File: src/rtl/frame_buffer_arbiter.sv
// Frame-buffer RAM arbiter: scan-out reads, background fill sequencer and game
// pixel writes share one single-port RAM, granted in that priority order.
module frame_buffer_arbiter #(
    parameter int unsigned H_FRAME   = 160,
    parameter int unsigned V_FRAME   = 120,
    parameter int unsigned GRASS_PCT = 25,
    parameter int unsigned ADDR_W    = 15
) (
    input  logic              clk,
    input  logic              rst_n,
    input  logic              clear_req,
    output logic              busy,
    output logic              fill_done,
    input  logic              rd_req,
    input  logic [15:0]       rd_row,
    input  logic [15:0]       rd_col,
    output logic              rd_valid,
    output logic [11:0]       rd_pixel,
    input  logic              wr_req,
    input  logic [15:0]       wr_row,
    input  logic [15:0]       wr_col,
    input  logic [11:0]       wr_pixel,
    output logic              wr_ack,
    output logic              mem_en,
    output logic              mem_we,
    output logic [ADDR_W-1:0] mem_addr,
    output logic [11:0]       mem_wdata,
    input  logic [11:0]       mem_rdata
);

    localparam int unsigned COL_W   = (H_FRAME > 1) ? $clog2(H_FRAME) : 1;
    localparam int unsigned ROW_W   = (V_FRAME > 1) ? $clog2(V_FRAME) : 1;
    localparam int unsigned GRASS_T = V_FRAME * GRASS_PCT / 100;

    localparam logic [11:0] COLOUR_GREEN = 12'h0F0;
    localparam logic [11:0] COLOUR_BLUE  = 12'h00F;

    localparam logic [0:0] S_FILL = 1'b0;
    localparam logic [0:0] S_RUN  = 1'b1;

    logic [0:0]       state_q, state_d;
    logic [ROW_W-1:0] fill_row_q, fill_row_d;
    logic [COL_W-1:0] fill_col_q, fill_col_d;
    logic             fill_done_q, fill_done_d;
    logic             rd_valid_q;
    logic             rd_oob_q;

    logic              rd_in_range;
    logic              wr_in_range;
    logic              fill_last;
    logic              fill_grant;
    logic [ADDR_W-1:0] rd_addr;
    logic [ADDR_W-1:0] wr_addr;
    logic [ADDR_W-1:0] fill_addr;
    logic [11:0]       fill_colour;

    // Coordinate decode; addresses are row-major and truncated to the RAM width
    assign rd_in_range = (32'(rd_row) < V_FRAME) && (32'(rd_col) < H_FRAME);
    assign wr_in_range = (32'(wr_row) < V_FRAME) && (32'(wr_col) < H_FRAME);
    assign rd_addr     = ADDR_W'(32'(rd_row) * H_FRAME + 32'(rd_col));
    assign wr_addr     = ADDR_W'(32'(wr_row) * H_FRAME + 32'(wr_col));
    assign fill_addr   = ADDR_W'(32'(fill_row_q) * H_FRAME + 32'(fill_col_q));
    assign fill_colour = (32'(fill_row_q) <= GRASS_T) ? COLOUR_GREEN : COLOUR_BLUE;
    assign fill_last   = (fill_row_q == ROW_W'(V_FRAME - 1)) &&
                         (fill_col_q == COL_W'(H_FRAME - 1));

    // One grant per cycle: read, then fill, then game write
    always_comb begin
        mem_en     = 1'b0;
        mem_we     = 1'b0;
        mem_addr   = '0;
        mem_wdata  = '0;
        wr_ack     = 1'b0;
        fill_grant = 1'b0;
        if (rd_req) begin
            // an out-of-range read still consumes the slot
            mem_en   = rd_in_range;
            mem_addr = rd_addr;
        end else if (state_q == S_FILL) begin
            fill_grant = 1'b1;
            mem_en     = 1'b1;
            mem_we     = 1'b1;
            mem_addr   = fill_addr;
            mem_wdata  = fill_colour;
        end else if (wr_req) begin
            wr_ack    = 1'b1;
            mem_en    = wr_in_range;
            mem_we    = wr_in_range;
            mem_addr  = wr_addr;
            mem_wdata = wr_pixel;
        end
        if (!rst_n) begin
            mem_en     = 1'b0;
            mem_we     = 1'b0;
            wr_ack     = 1'b0;
            fill_grant = 1'b0;
        end
    end

    // Fill sequencer next state; clear_req overrides completion
    always_comb begin
        state_d     = state_q;
        fill_row_d  = fill_row_q;
        fill_col_d  = fill_col_q;
        fill_done_d = 1'b0;
        if (fill_grant) begin
            if (fill_last) begin
                state_d     = S_RUN;
                fill_row_d  = '0;
                fill_col_d  = '0;
                fill_done_d = 1'b1;
            end else if (fill_col_q == COL_W'(H_FRAME - 1)) begin
                fill_col_d = '0;
                fill_row_d = fill_row_q + ROW_W'(1);
            end else begin
                fill_col_d = fill_col_q + COL_W'(1);
            end
        end
        if (clear_req) begin
            state_d     = S_FILL;
            fill_row_d  = '0;
            fill_col_d  = '0;
            fill_done_d = 1'b0;
        end
    end

    always_ff @(posedge clk) begin
        if (!rst_n) begin
            state_q     <= S_FILL;
            fill_row_q  <= '0;
            fill_col_q  <= '0;
            fill_done_q <= 1'b0;
            rd_valid_q  <= 1'b0;
            rd_oob_q    <= 1'b0;
        end else begin
            state_q     <= state_d;
            fill_row_q  <= fill_row_d;
            fill_col_q  <= fill_col_d;
            fill_done_q <= fill_done_d;
            rd_valid_q  <= rd_req;
            rd_oob_q    <= rd_req && !rd_in_range;
        end
    end

    assign busy      = (state_q == S_FILL) || !rst_n;
    assign fill_done = fill_done_q;
    assign rd_valid  = rd_valid_q;
    assign rd_pixel  = (rst_n && rd_valid_q && !rd_oob_q) ? mem_rdata : 12'h000;

endmodule

File: config.mk
export PLATFORM = sky130hd
export DESIGN_NAME = frame_buffer_arbiter
export DESIGN_NICKNAME = d
export VERILOG_FILES = /design/src/rtl/frame_buffer_arbiter.sv
export SDC_FILE = /design/constraint.sdc
export NUM_CORES = 1
export LEC_CHECK = 0
export ABC_AREA = 0
export CAP_MARGIN = 15
export CELL_PAD_IN_SITES_DETAIL_PLACEMENT = 0
export CELL_PAD_IN_SITES_GLOBAL_PLACEMENT = 1
export CORE_UTILIZATION = 33
export DETAILED_ROUTE_END_ITERATION = 8
export HOLD_SLACK_MARGIN = 0.15
export PLACE_DENSITY_LB_ADDON = 0.3
export SETUP_SLACK_MARGIN = 0.02
export SYNTH_ARGS = -nofsm -noshare
export SYNTH_HDL_FRONTEND = slang
export SYNTH_SLANG_ARGS = --single-unit
File: constraint.sdc
create_clock -name clk -period 8.1 [get_ports clk]
set_input_delay 1.62 -clock clk [delete_from_list [all_inputs] [get_ports clk]]
set_output_delay 1.62 -clock clk [all_outputs]
set_load 0.005 [all_outputs]
==> results of run 1 <==
-- flip-flops by register name, indices dropped and copies added, names as in the netlist --
| signal | count |
|---|---|
| rd_oob_q | 1 |
| fill_row_q | 7 |
| rd_valid | 1 |
| state_q | 1 |
| fill_done | 1 |
| fill_col_q | 8 |
-- layer usage --
layer	share of wire (%)	global-route usage, %	vias up	wire length (um)
li1	-	-	1726	-
met1	46	23.1	1520	4240
met2	46	31.6	107	4260
met3	5.9	2.02	8	539
met4	1.4	5.24	0	129
met5	0	0	-	0
-- final cells by class --
| cell class | count | share of cell area [%] |
|---|---|---|
| Multi-Input combinational cell | 353 | 56.4 |
| Timing Repair Buffer | 138 | 29.1 |
| Sequential cell | 19 | 8.03 |
| Tap cell | 129 | 3.41 |
| Inverter | 25 | 2.01 |
| Clock buffer | 3 | 0.871 |
| Clock inverter | 1 | 0.158 |
-- cells by family (layout without fill, tap and decap cells) --
group	after synthesis	count (layout)	synth area share, %
buf+inv	36	167	4.35
flops	19	19	11.9
xor+xnor	51	51	14.0
simple gates	128	128	20.3
compound gates	108	108	22.2
fa+ha+maj	66	66	27.3
-- per-stage QoR --
step / setup slack, ps / hold WS, ps / util [%] / power, uW / instance area (um^2)
CTS: 1210 / 526 / 50.8 / 457 / 4740
finish: 1170 / 534 / 50.8 / 454 / 4740
detailed placement: 1220 / 515 / 50.3 / 386 / 4690
floorplan: 2420 / 479 / - / 268 / 3190
global placement: 1280 / 505 / 50.3 / 383 / 4690
global route: 842 / 571 / 50.8 / 489 / 4740
-- worst max-delay path, cell delays in order --
cell                              delay, ps
sky130_fd_sc_hd__clkdlybuf4s50_1        490
sky130_fd_sc_hd__ha_1                   330
sky130_fd_sc_hd__ha_1                   230
sky130_fd_sc_hd__fa_1                   430
sky130_fd_sc_hd__a211oi_1               350
sky130_fd_sc_hd__o21a_1                 180
sky130_fd_sc_hd__ha_1                   240
sky130_fd_sc_hd__o21ai_1                 90
sky130_fd_sc_hd__nand2b_1               120
sky130_fd_sc_hd__a21oi_1                170
sky130_fd_sc_hd__a21oi_1                 70
sky130_fd_sc_hd__xnor2_1                140
sky130_fd_sc_hd__a221oi_1               310
sky130_fd_sc_hd__a21oi_1                 80
sky130_fd_sc_hd__clkdlybuf4s50_1        470
-- worst max-delay path by stage --
stage,start,endpoint,slack (ps),cells after the start
after floorplan,wr_row[1],mem_addr[14],2420,13
after global placement,wr_row[1],mem_addr[14],1280,15
after detailed placement,wr_row[1],mem_addr[14],1220,15
after CTS,wr_row[1],mem_addr[14],1210,15
after global routing,wr_row[1],mem_addr[14],840,15
final,wr_row[1],mem_addr[14],1170,15
-- cells in the final DEF, fill, tap and decap left out, types with 2 or more instances in the layout --
cell / synthesis / final
sky130_fd_sc_hd__a211o_1: 3 / 3
sky130_fd_sc_hd__a211oi_1: 4 / 4
sky130_fd_sc_hd__a21o_1: 10 / 10
sky130_fd_sc_hd__a21oi_1: 28 / 28
sky130_fd_sc_hd__a22oi_1: 10 / 10
sky130_fd_sc_hd__a311oi_1: 2 / 2
sky130_fd_sc_hd__and2_1: 20 / 20
sky130_fd_sc_hd__and3_1: 3 / 3
sky130_fd_sc_hd__clkbuf_8: 0 / 3
sky130_fd_sc_hd__clkdlybuf4s50_1: 0 / 137
sky130_fd_sc_hd__dfxtp_1: 19 / 19
sky130_fd_sc_hd__fa_1: 6 / 6
sky130_fd_sc_hd__ha_1: 60 / 60
sky130_fd_sc_hd__inv_1: 23 / 23
sky130_fd_sc_hd__nand2_1: 27 / 27
sky130_fd_sc_hd__nand2b_1: 7 / 7
sky130_fd_sc_hd__nand3_1: 9 / 9
sky130_fd_sc_hd__nand4_1: 8 / 8
sky130_fd_sc_hd__nor2_1: 30 / 30
sky130_fd_sc_hd__nor2b_1: 4 / 4
sky130_fd_sc_hd__nor3_1: 8 / 8
sky130_fd_sc_hd__nor4_1: 6 / 6
sky130_fd_sc_hd__o21a_1: 2 / 2
sky130_fd_sc_hd__o21ai_0: 22 / 22
sky130_fd_sc_hd__o21ai_1: 6 / 6
sky130_fd_sc_hd__o21bai_1: 10 / 10
sky130_fd_sc_hd__xnor2_1: 35 / 35
sky130_fd_sc_hd__xor2_1: 16 / 16
-- power by group through the flow --
stage	combinational, uW	clock [uW]	sequential (uW)
after global routing	322	73.2	94.5
after detailed placement	289	0	96.7
after floorplan	172	0	96.6
final	290	70.3	94.5
after global placement	286	0	96.6
after CTS	292	70.7	94.5
==> insert_results.sql, run 1 <==
INSERT INTO impl_metrics (metric_group, metric, value, unit) VALUES
('setup_path', 'criticalPathCategory', 'in -> out', ''),
('clocking', 'holdBufCountCts', '0', ''),
('global_routing', 'overflow', '0', ''),
('clocking', 'sinks_on_the_clock_net', '19', ''),
('floorplanning', 'starting_utilization_of_the_core_area', '34.2', '%'),
('route', 'via_per_inst', '5.03', ''),
('floorplanning', 'floorplan.rows', '35', ''),
('route', 'vias', '3361', ''),
('power', 'vdd.ir_drop.worst', '0.0000549', 'V'),
('logic_synthesis', 'yosysWarnings', '0', ''),
('logic_synthesis', 'synth_top_cells_by_count', 'sky130_fd_sc_hd__ha_1 (60), sky130_fd_sc_hd__xnor2_1 (35), sky130_fd_sc_hd__nor2_1 (30), sky130_fd_sc_hd__a21oi_1 (28), sky130_fd_sc_hd__nand2_1 (27)', ''),
('power', 'power.share.switching', '36.3', '%'),
('route', 'drt_first_pass_iters', '4', ''),
('sta', 'finalSetupTns', '0', 'ps'),
('clocking', 'clock_root_cell', 'sky130_fd_sc_hd__clkbuf_8', ''),
('sta', 'max_freq', '144', 'MHz'),
('setup_path', 'critPathLaunchType', 'input port', ''),
('floorplanning', 'top_level_ports', '138', ''),
('logic_synthesis', 'synth-seq-cells', '19', ''),
('clocking', 'cts_resized', '0', ''),
('clocking', 'cts.repair_timing.setup_buffer_count', '0', ''),
('sta', 'report.final.slew_viol_count', '0', ''),
('logic_synthesis', 'ys_seq_area_share', '11.9', '%'),
('power', 'power_switching', '165', 'uW'),
('clocking', 'tritoncts', 'yes', ''),
('setup_path', 'crit_required', '6480', 'ps'),
('clocking', 'clk_path_buf_depth', '2', ''),
('setup_path', 'worstPathMaxFanout', '3', ''),
('run_status', 'status', 'completed', ''),
('min_path', 'hold_start', 'fill_col_q[1]', ''),
('logic_synthesis', 'synth.most_common_cell', 'sky130_fd_sc_hd__ha_1', ''),
('power', 'cell_internal_pwr', '289', 'uW'),
('min_path', 'count_of_cells_along_the_worst_hold_path', '2', ''),
('setup_path', 'worst-endpoint-arrival', '5310', 'ps'),
('power', 'total_leakage_power', '0.00196', 'uW'),
('setup_path', 'critPathCaptureType', 'primary output', ''),
('sta', 'layout_min_cycle_time', '6930', 'ps'),
('logic_synthesis', 'synth_enable_flop_cells', '0', ''),
('route', 'postRouteAntennaNets', '0', ''),
('min_path', 'hold_path.class', 'reg -> reg', ''),
('floorplanning', 'design.core.area', '0.00933', 'mm^2'),
('sta', 'finClkSkew', '2.20', 'ps'),
('cells_and_area', 'fin_nets', '699', ''),
('clocking', 'clkLatencyLatePin', '270', 'ps'),
('sta', 'max_slew_margin', '45.6', '%'),
('route', 'drt-initial-drc-count', '123', ''),
('global_routing', 'first_global_vias', '3178', ''),
('cells_and_area', 'final-seq-area', '380', 'um^2'),
('sta', 'grt_setup_unrepaired', 'false', ''),
('logic_synthesis', 'cells_after_synth', '408', ''),
('logic_synthesis', 'yosys-top-cells-area', 'sky130_fd_sc_hd__ha_1 (24%), sky130_fd_sc_hd__dfxtp_1 (12%), sky130_fd_sc_hd__xnor2_1 (9.6%), sky130_fd_sc_hd__a21oi_1 (4.4%), sky130_fd_sc_hd__xor2_1 (4.4%)', ''),
('cells_and_area', 'antennaDiodeCount', '0', ''),
('floorplanning', 'die-area', '0.0101', 'mm^2'),
('cells_and_area', 'post_route_cells_drive_above_1_share', '1.86', '%'),
('setup_path', 'r2r-start', 'state_q', ''),
('route', 'route.final.wire_length', '9.17', 'mm'),
('logic_synthesis', 'synth.lib_cells_used.distinct', '48', ''),
('run', 'number_of_violations_of_the_max_capacitance_limit', '0', ''),
('power', 'sequentialPowerShare', '20.8', '%'),
('power', 'power_density', '95.9', 'mW/mm^2'),
('setup_path', 'rr_endpoint', 'fill_row_q[5]', ''),
('logic_synthesis', 'netlist_area', '0.00319', 'mm^2'),
('sta', 'hold_viol', '0', ''),
('floorplanning', 'die_width', '100', 'um'),
('clocking', 'ctsHtreeMaxLevel', '1', ''),
('placement', 'gpl.final_weighted_congestion', '0.777', ''),
('logic_synthesis', 'synth_top_flop_cell', 'sky130_fd_sc_hd__dfxtp_1', ''),
('placement', 'dpl.hpwl', '7.83', 'mm'),
('placement', 'dp_cells', '664', ''),
('clocking', 'cts-buffers-inserted', '3', ''),
('global_routing', 'antenna_found_initial', '0', '');
Power figures use the tool's default switching activity.
==> run 2: changes to the inputs <==
--- a/config.mk
+++ b/config.mk
@@ -9,6 +9,7 @@
 export CAP_MARGIN = 15
 export CELL_PAD_IN_SITES_DETAIL_PLACEMENT = 0
 export CELL_PAD_IN_SITES_GLOBAL_PLACEMENT = 1
+export CORE_ASPECT_RATIO = 0.9
 export CORE_UTILIZATION = 33
 export DETAILED_ROUTE_END_ITERATION = 8
 export HOLD_SLACK_MARGIN = 0.15
==> run 2 against run 1 <==
  * Non-clock buffer count unchanged
  * Flip-flop and latch count unchanged
  * Critical path depth unchanged
  * Design area down 0.18%
  * Register-to-register slack worse by 70 ps
  * Final cell count down 1.0%
  * Hold slack worse by 9.8 ps
  * First-iteration DRC count up 6.5%
==> insert_results.sql, run 2 (synthesis gave the netlist of run 1 again) <==
INSERT INTO impl_metrics (metric_group, metric, value, unit) VALUES
('run_status', 'status', 'completed', ''),
('global_routing', 'pin_count_of_the_biggest_net_entering_global_routing', '35', ''),
('setup_path', 'crit_chain', 'clkdlybuf4s50_1 -> ha_1 -> ha_1 -> fa_1 -> a211oi_1 -> o21a_1 -> ha_1 -> o21ai_1 -> nand2b_1 -> a21oi_1 -> a21oi_1 -> xnor2_1 -> a221oi_1 -> a21oi_1 -> clkdlybuf4s50_1', ''),
('setup_path', 'max_stage_delay', '500', 'ps'),
('route', 'via_per_inst', '5.09', ''),
('route', 'drt_first_pass_iters', '4', ''),
('cells_and_area', 'layout.cells.most_common', 'sky130_fd_sc_hd__clkdlybuf4s50_1', ''),
('sta', 'grt_setup_unrepaired', 'false', ''),
('power', 'power_density', '95.7', 'mW/mm^2'),
('route', 'drt-initial-drc-count', '131', ''),
('placement', 'dp_cells', '657', ''),
('sta', 'worst_slew_pin_slew', '937', 'ps'),
('setup_path', 'crit_required', '6480', 'ps'),
('clocking', 'sinks_on_the_clock_net', '19', ''),
('cells_and_area', 'biggestRegsByFlops', 'fill_col_q: 8 flops, fill_row_q: 7 flops', ''),
('power', 'vdd.ir_drop.worst', '0.0000482', 'V'),
('floorplanning', 'floorplan.rows', '33', ''),
('placement', 'post_dp_cell_area', '0.00468', 'mm^2'),
('setup_path', 'rr_endpoint', 'fill_row_q[5]', ''),
('route', 'postRouteAntennaNets', '0', ''),
('sta', 'finalWorstSetupSlack', '1210', 'ps'),
('floorplanning', 'die_h', '95.3', 'um'),
('setup_path', 'critical-path-top-delay-family', 'adder cells', ''),
('sta', 'finalSetupTns', '0', 'ps'),
('global_routing', 'antenna_found_initial', '0', ''),
('clocking', 'tritoncts', 'yes', ''),
('placement', 'port_buffers', '137', ''),
('floorplanning', 'top_level_ports', '138', ''),
('clocking', 'cts_resized', '0', ''),
('floorplanning', 'design.core.area', '0.00925', 'mm^2'),
('clocking', 'clock_root_cell', 'sky130_fd_sc_hd__clkbuf_8', ''),
('setup_path', 'crit_buf_inv', '2', ''),
('setup_path', 'r2r-start', 'state_q', ''),
('power', 'post-layout-total-power', '453', 'uW'),
('cells_and_area', 'fin_nets', '699', ''),
('sta', 'hold_viol', '0', ''),
('floorplanning', 'starting_utilization_of_the_core_area', '34.5', '%'),
('cells_and_area', 'largest_register_ff_count', '8', ''),
('cells_and_area', 'post_route_cells_drive_above_1_share', '1.86', '%'),
('route', 'drc', '0', ''),
('global_routing', 'grt_first_pass_wirelength', '14.9', 'mm'),
('clocking', 'cts-buffers-inserted', '3', ''),
('global_routing', 'global_route.usage.total', '18.3', '%'),
('route', 'vias', '3363', ''),
('min_path', 'hold-path-endpoint', 'fill_col_q[1]', ''),
('setup_path', 'slack_of_the_worst_reg_to_reg_path', '5540', 'ps'),
('min_path', 'hold_path.class', 'reg -> reg', ''),
('sta', 'setup_violations', '0', ''),
('sta', 'period_share', '85.0', '%'),
('power', 'total_leakage_power', '0.00196', 'uW'),
('sta', 'finClkSkew', '4.09', 'ps'),
('min_path', 'count_of_cells_along_the_worst_hold_path', '2', ''),
('setup_path', 'criticalPathCategory', 'in -> out', ''),
('clocking', 'cts.repair_timing.setup_buffer_count', '0', ''),
('cells_and_area', 'mostFrequentLayoutCells', 'sky130_fd_sc_hd__clkdlybuf4s50_1 (137), sky130_fd_sc_hd__ha_1 (60), sky130_fd_sc_hd__xnor2_1 (35)', ''),
('run', 'number_of_violations_of_the_max_capacitance_limit', '0', ''),
('clocking', 'cts.clk_slew.worst_paths', '70', 'ps'),
('setup_path', 'worstPathMaxFanout', '3', ''),
('sta', 'report.final.slew_viol_count', '0', ''),
('placement', 'gpl.final_weighted_congestion', '0.806', ''),
('cells_and_area', 'fin_cells', '661', ''),
('cells_and_area', 'top_register', 'fill_col_q', ''),
('setup_path', 'worst_r2r_path_depth', '7', ''),
('clocking', 'clk_path_buf_depth', '2', ''),
('setup_path', 'critPathCaptureType', 'primary output', ''),
('cells_and_area', 'antennaDiodeCount', '0', ''),
('placement', 'dpl.hpwl', '7.81', 'mm'),
('cells_and_area', 'areaGrowthSynthToFinish', '48.1', '%'),
('floorplanning', 'die_width', '106', 'um'),
('clocking', 'ctsHtreeMaxLevel', '1', ''),
('global_routing', 'overflow', '0', ''),
('cells_and_area', 'fin_area', '0.00473', 'mm^2'),
('setup_path', 'worst-endpoint-arrival', '5270', 'ps'),
('route', 'wl_per_cell', '13.9', 'um'),
('placement', 'pre_cts_slack', '1230', 'ps'),
('sta', 'max_freq', '145', 'MHz'),
('setup_path', 'slowest_stage', 'sky130_fd_sc_hd__clkdlybuf4s50_1', ''),
('global_routing', 'first_global_vias', '3136', ''),
('clocking', 'holdBufCountCts', '0', ''),
('sta', 'max_slew_margin', '37.4', '%'),
('min_path', 'hold_start', 'fill_col_q[1]', ''),
('route', 'route.final.wire_length', '9.21', 'mm'),
('floorplanning', 'die-area', '0.0101', 'mm^2'),
('clocking', 'clkLatencyLatePin', '260', 'ps'),
('setup_path', 'critPathLaunchType', 'input port', ''),
('sta', 'layout_min_cycle_time', '6890', 'ps');
==> run 2: cell counts in the layout (fill, tap and decap cells not counted) <==
No cell type changed its count.
==> run 2: routing by layer <==
layer	global-route usage (%)	share of wire, %
met2	29.7	43
met1	24.5	48
met4	5.67	2.0
met5	0	0
met3	3.35	7.3
==> run 2: worst max-delay path by stage <==
stage	to	depth (start not counted)	startpoint
final	mem_addr[14]	15	wr_row[1]
after detailed placement	mem_addr[14]	15	wr_row[1]
after floorplan	mem_addr[14]	13	wr_row[1]
after global routing	mem_addr[14]	15	wr_row[1]
after CTS	mem_addr[14]	15	wr_row[1]
after global placement	mem_addr[14]	15	wr_row[1]
==> run 2: stage by stage <==
stage          hold WS (ps)  utilization, %
2_1_floorplan           479               -
3_3_place_gp            504            50.6
3_5_place_dp            515            50.6
4_1_cts                 526            51.1
5_1_grt                 565            51.1
6_report                525            51.1
==> run 2: worst register-to-register path, cell delays in order, from the launching register on <==
cell                      delay (ps)
sky130_fd_sc_hd__dfxtp_1         510
sky130_fd_sc_hd__nor2_1          650
sky130_fd_sc_hd__and4_1          360
sky130_fd_sc_hd__and3_1          420
sky130_fd_sc_hd__nand4_1         200
sky130_fd_sc_hd__nor2_1          150
sky130_fd_sc_hd__xnor2_1         130
sky130_fd_sc_hd__nor2_1           50
==> run 2: power breakdown <==
group          leakage (uW)  total [uW]  switching, uW  internal (uW)
registers          0.000154        94.4          0.407           94.0
logic               0.00179         289            128            161
clock network     0.0000217        69.3           34.6           34.8
total               0.00196         453            163            289
==> run 2: area by class of cell <==
| class | count | area (um^2) |
|---|---|---|
| Fill cell | 898 | 4520 |
| Sequential cell | 19 | 380 |
| Clock inverter | 1 | 7.51 |
| Tap cell | 122 | 153 |
| Multi-Input combinational cell | 353 | 2680 |
| Timing Repair Buffer | 138 | 1380 |
| Inverter | 25 | 95.1 |
| Clock buffer | 3 | 41.3 |
==> edit 1: new RTL, config.mk and constraints of run 1 <==
Reset style: asynchronous (`rst_n`), changed in one clocked block.
--- a/src/rtl/frame_buffer_arbiter.sv
+++ b/src/rtl/frame_buffer_arbiter.sv
@@ -124,7 +124,7 @@
         end
     end
 
-    always_ff @(posedge clk) begin
+    always_ff @(posedge clk or negedge rst_n) begin
         if (!rst_n) begin
             state_q     <= S_FILL;
             fill_row_q  <= '0;
Behaviour: differs if rst_n is asserted again (counterexample within 4 cycles, from zero or initial values and one cycle with rst_n low); with rst_n held inactive, the same outputs for 10 cycles.
==> edit 1 against run 1 <==
Clock power increased by 7.5%. Area after synthesis up 6.1%. Routed wire length up 11%. Power increased by 3.4%. Die area grew 6.0%. Design area rose by 4.1%. Worst setup slack worse by 0.0071 ns. Sequential cell count unchanged. Sequential share of layout area increased by 1.6 points. Critical path type unchanged. Critical endpoint is now mem_addr[13]. Largest power group unchanged. Highest routed layer unchanged.
==> edit 1: results (changes against run 1) <==
{| class="wikitable"
! Metric !! Value
|-
| Result of the run || finished clean
|-
| Static leakage || 2.178 nW (+11%)
|-
| Global-route wire length before repair || 15900 um (+8.8%)
|-
| Worst path arrival time || 5.32 ns (about the same)
|-
| Number of nets in the finished design || 716 (+2.4%)
|-
| Final cell count without fillers || 689 (+3.1%)
|-
| Crit path largest cell delay || 0.52 ns (+0.03 ns)
|-
| Fill cells || 953 (+0.53%)
|-
| All-Layer GR Usage || 18.86% (+0.90 points)
|-
| Sequential cell area fraction in the yosys report || 14.03% (+2.1 points)
|-
| Proportion of cell area occupied by multi-input gates || 56.06% (-0.38 points)
|-
| Synthesized instance count || 423 (+3.7%)
|-
| Worst IR drop on VDD || 55.63 uV (+1.4%)
|-
| Iteration count of the initial detailed-routing pass || 5 (+1)
|-
| Register-to-register setup slack || 5.94 ns (+0.33 ns)
|-
| Last element of the critical path || mem_addr[13]
|-
| Number of buffers other than clock buffers in the final layout || 139 (+0.72%)
|-
| Storage cell area || 475.5 sq um (+25%)
|-
| Leading cell types by total area after synthesis || sky130_fd_sc_hd__ha_1, sky130_fd_sc_hd__dfrtp_1, sky130_fd_sc_hd__xnor2_1
|-
| Final-layout non-clock buffer area share || 28.11% (-0.98 points)
|-
| Area of all placed cells without fillers || 0.004932 sq mm (+4.1%)
|-
| Sequential share of power || 20.6% (-0.2 points)
|-
| Routed vias || 3516 (+4.6%)
|-
| Area of the mapped netlist || 0.003390 sq mm (+6.1%)
|-
| Number of library cell types mapped by synthesis || 52 (+8.3%)
|}
## edit 1: cell count changes after synthesis, moves of 4 or more
cell,delta
sky130_fd_sc_hd__dfrtp_1,+19
sky130_fd_sc_hd__dfxtp_1,-19
sky130_fd_sc_hd__nor2_1,+12
sky130_fd_sc_hd__xnor2_1,-11
sky130_fd_sc_hd__xor2_1,+7
sky130_fd_sc_hd__nand4_1,+6
sky130_fd_sc_hd__o21ai_0,-5
sky130_fd_sc_hd__o21bai_1,-5
sky130_fd_sc_hd__a22oi_1,-4
## edit 1: logic make-up (layout without fill, tap and decap cells)
kind of cell               Yosys count  count (layout)  synth area share, %
and+or+nand+nor                    149             149                22.63
xor gates and xnor gates            49              49                13.10
buffers and inverters               34             167                4.393
AOI/OAI and AO/OA                  106             106                20.16
DFF                                 19              19                14.03
adders and majority gates           66              66                25.69
## edit 1: routing by layer
metal,vias to the layer above,GRT usage (%),wire (um)
li1,1795,-,-
met1,1647,23.88,4632
met2,68,34.79,5110
met3,6,1.882,327
met4,0,3.359,80
met5,-,0,0
==> edit 2: new RTL, settings of run 1 <==
Made on the original files. The parameter `V_FRAME` goes from 120 to 180.
--- a/src/rtl/frame_buffer_arbiter.sv
+++ b/src/rtl/frame_buffer_arbiter.sv
@@ -2,7 +2,7 @@
 // pixel writes share one single-port RAM, granted in that priority order.
 module frame_buffer_arbiter #(
     parameter int unsigned H_FRAME   = 160,
-    parameter int unsigned V_FRAME   = 120,
+    parameter int unsigned V_FRAME   = 180,
     parameter int unsigned GRASS_PCT = 25,
     parameter int unsigned ADDR_W    = 15
 ) (
Function: changed (a bounded check fails within 4 cycles, from zero or initial values and one cycle with rst_n low).
==> edit 2 against run 1 <==
Routed wire length increased by 5.9%. Count of clock-buffer cells in the layout did not move. Die area is 4.6% higher. Clock power increased by 41%. Sequential cell count is 1 higher. Area after synthesis grew 4.7%. Design area rose by 3.8%. Maximum frequency is 1.8% higher. Non-clock buffer count did not move. Power up 7.4%. Worst setup slack improved by 0.12 ns. Synthesized cell count rose by 4.7%. Critical endpoint unchanged.
==> edit 2: results (changes against run 1) <==
{| class="wikitable"
! Metric !! Value
|-
| Result of the run || finished clean
|-
| CP max FO || 6 (+3)
|-
| Top cells by instance count after synthesis || sky130_fd_sc_hd__ha_1, sky130_fd_sc_hd__nand2_1, sky130_fd_sc_hd__nor2_1, sky130_fd_sc_hd__xnor2_1, sky130_fd_sc_hd__a21oi_1
|-
| Leading cell types by total area after synthesis || sky130_fd_sc_hd__ha_1, sky130_fd_sc_hd__dfxtp_1, sky130_fd_sc_hd__xnor2_1
|-
| Fill cells || 998 (+5.3%)
|-
| Global routing usage on met1 || 23.16% (+0.10 points)
|-
| Sequential cell area fraction in the yosys report || 11.97% (+0.060 points)
|-
| Cell count of the worst hold path || 2 (unchanged)
|-
| Vias per cell || 5.029 (about the same)
|-
| Met1 wire length || 4288 um (+1.1%)
|-
| Net count after synthesis || 589 (+3.9%)
|-
| Worst IR drop on VDD || 78.47 uV (+43%)
|-
| Routability-driven placement congestion ratio || 0.9441 (+21%)
|-
| Number of nets in the finished design || 723 (+3.4%)
|-
| Cell Area, Placed || 0.004850 sq mm (+3.4%)
|-
| Register-to-register setup slack || 5.88 ns (+0.27 ns)
|-
| Share of cells above drive strength 1 || 2.143% (+0.29 points)
|-
| Total half-perimeter wirelength after legalization and detailed placement || 8381 um (+7.0%)
|-
| Met2 GRT Util || 32.87% (+1.3 points)
|-
| Largest registers || fill_col_q (8), fill_row_q (8)
|-
| Routed vias || 3485 (+3.7%)
|-
| Worst clock skew || 0.009083 ns (+0.006886 ns)
|-
| Total length of routed met3 wires || 782 um (+45%)
|-
| Syn_area_per_cell || 7.835 sq um (about the same)
|-
| Library cell contributing the largest single delay on the critical path || sky130_fd_sc_hd__clkdlybuf4s50_1
|-
| All-Layer GR Usage || 18.34% (+0.38 points)
|-
| Iter 0 DRT Violations || 104 (-15%)
|-
| Critical path origin || wr_row[2]
|-
| Share of the clock period used by the worst path || 84.10% (-1.5 points)
|-
| Routed wire length || 9715 um (+5.9%)
|-
| End of the worst register-to-register path || fill_row_q[6]
|-
| Routing usage on met3 || 3.525% (+1.5 points)
|-
| Pre-CTS worst setup slack || 1.280 ns (+0.05570 ns)
|-
| Metal2 WL || 4561 um (+7.0%)
|-
| Crit path largest cell delay || 0.51 ns (+0.02 ns)
|-
| Launch point of the worst hold path || fill_col_q[1]
|-
| Static leakage || 2.070 nW (+5.4%)
|-
| Placed cell count || 689 (+3.8%)
|}
==> edit 2: cell count changes after synthesis, sizes merged, moves of 4 or more <==
| cell | delta |
|---|---|
| o21a | +5 |
| nand2b | -6 |
| xor2 | +5 |
| nor2 | +5 |
| o21bai | -6 |
| a21boi | +4 |
| nand2 | +12 |
| nor4 | +4 |
| inv | -6 |
==> edit 2: per-stage QoR <==
step           util [%]  hold WS, ns
2_1_floorplan         -       0.4841
3_3_place_gp      49.39       0.5006
3_5_place_dp      49.39       0.5147
4_1_cts           50.11       0.5291
5_1_grt           50.11       0.5420
6_report          50.11       0.5239
==> edit 2: report_power, final <==
part / internal [mW] / leakage [nW] / total, mW / switching [mW]
Combinational: 0.160 / 1.87 / 0.289 / 0.129
Sequential: 0.0991 / 0.162 / 0.0997 / 0.000575
Clock: 0.0659 / 0.0357 / 0.0993 / 0.0334
==> edit 2: final cells by class <==
| class | count | area share, % |
|---|---|---|
| clock buffer | 3 | 0.8391 |
| tap | 133 | 3.382 |
| inverter | 18 | 1.373 |
| clock inverter | 1 | 0.6102 |
| sequential | 20 | 8.136 |
| timing repair buffer | 138 | 28.02 |
| multi-input combinational | 380 | 57.64 |
==> edit 2: tightest hold or removal path, cell delays in order (launching register included) <==
cell and delay, ns:
sky130_fd_sc_hd__dfxtp_1 0.34, sky130_fd_sc_hd__o21ai_0 0.08, sky130_fd_sc_hd__a21oi_1 0.06
==> edit 2: cell families (layout without fill, tap and decap cells) <==
kind of cell | count (synthesis) | in the layout | synth area share, %
compound gates | 104 | 104 | 19.67
simple gates | 153 | 153 | 23.75
buf+inv | 27 | 160 | 3.253
xor+xnor | 53 | 53 | 13.87
fa+ha+maj | 69 | 69 | 27.15
flops | 20 | 20 | 11.97
mux | 1 | 1 | 0.3366
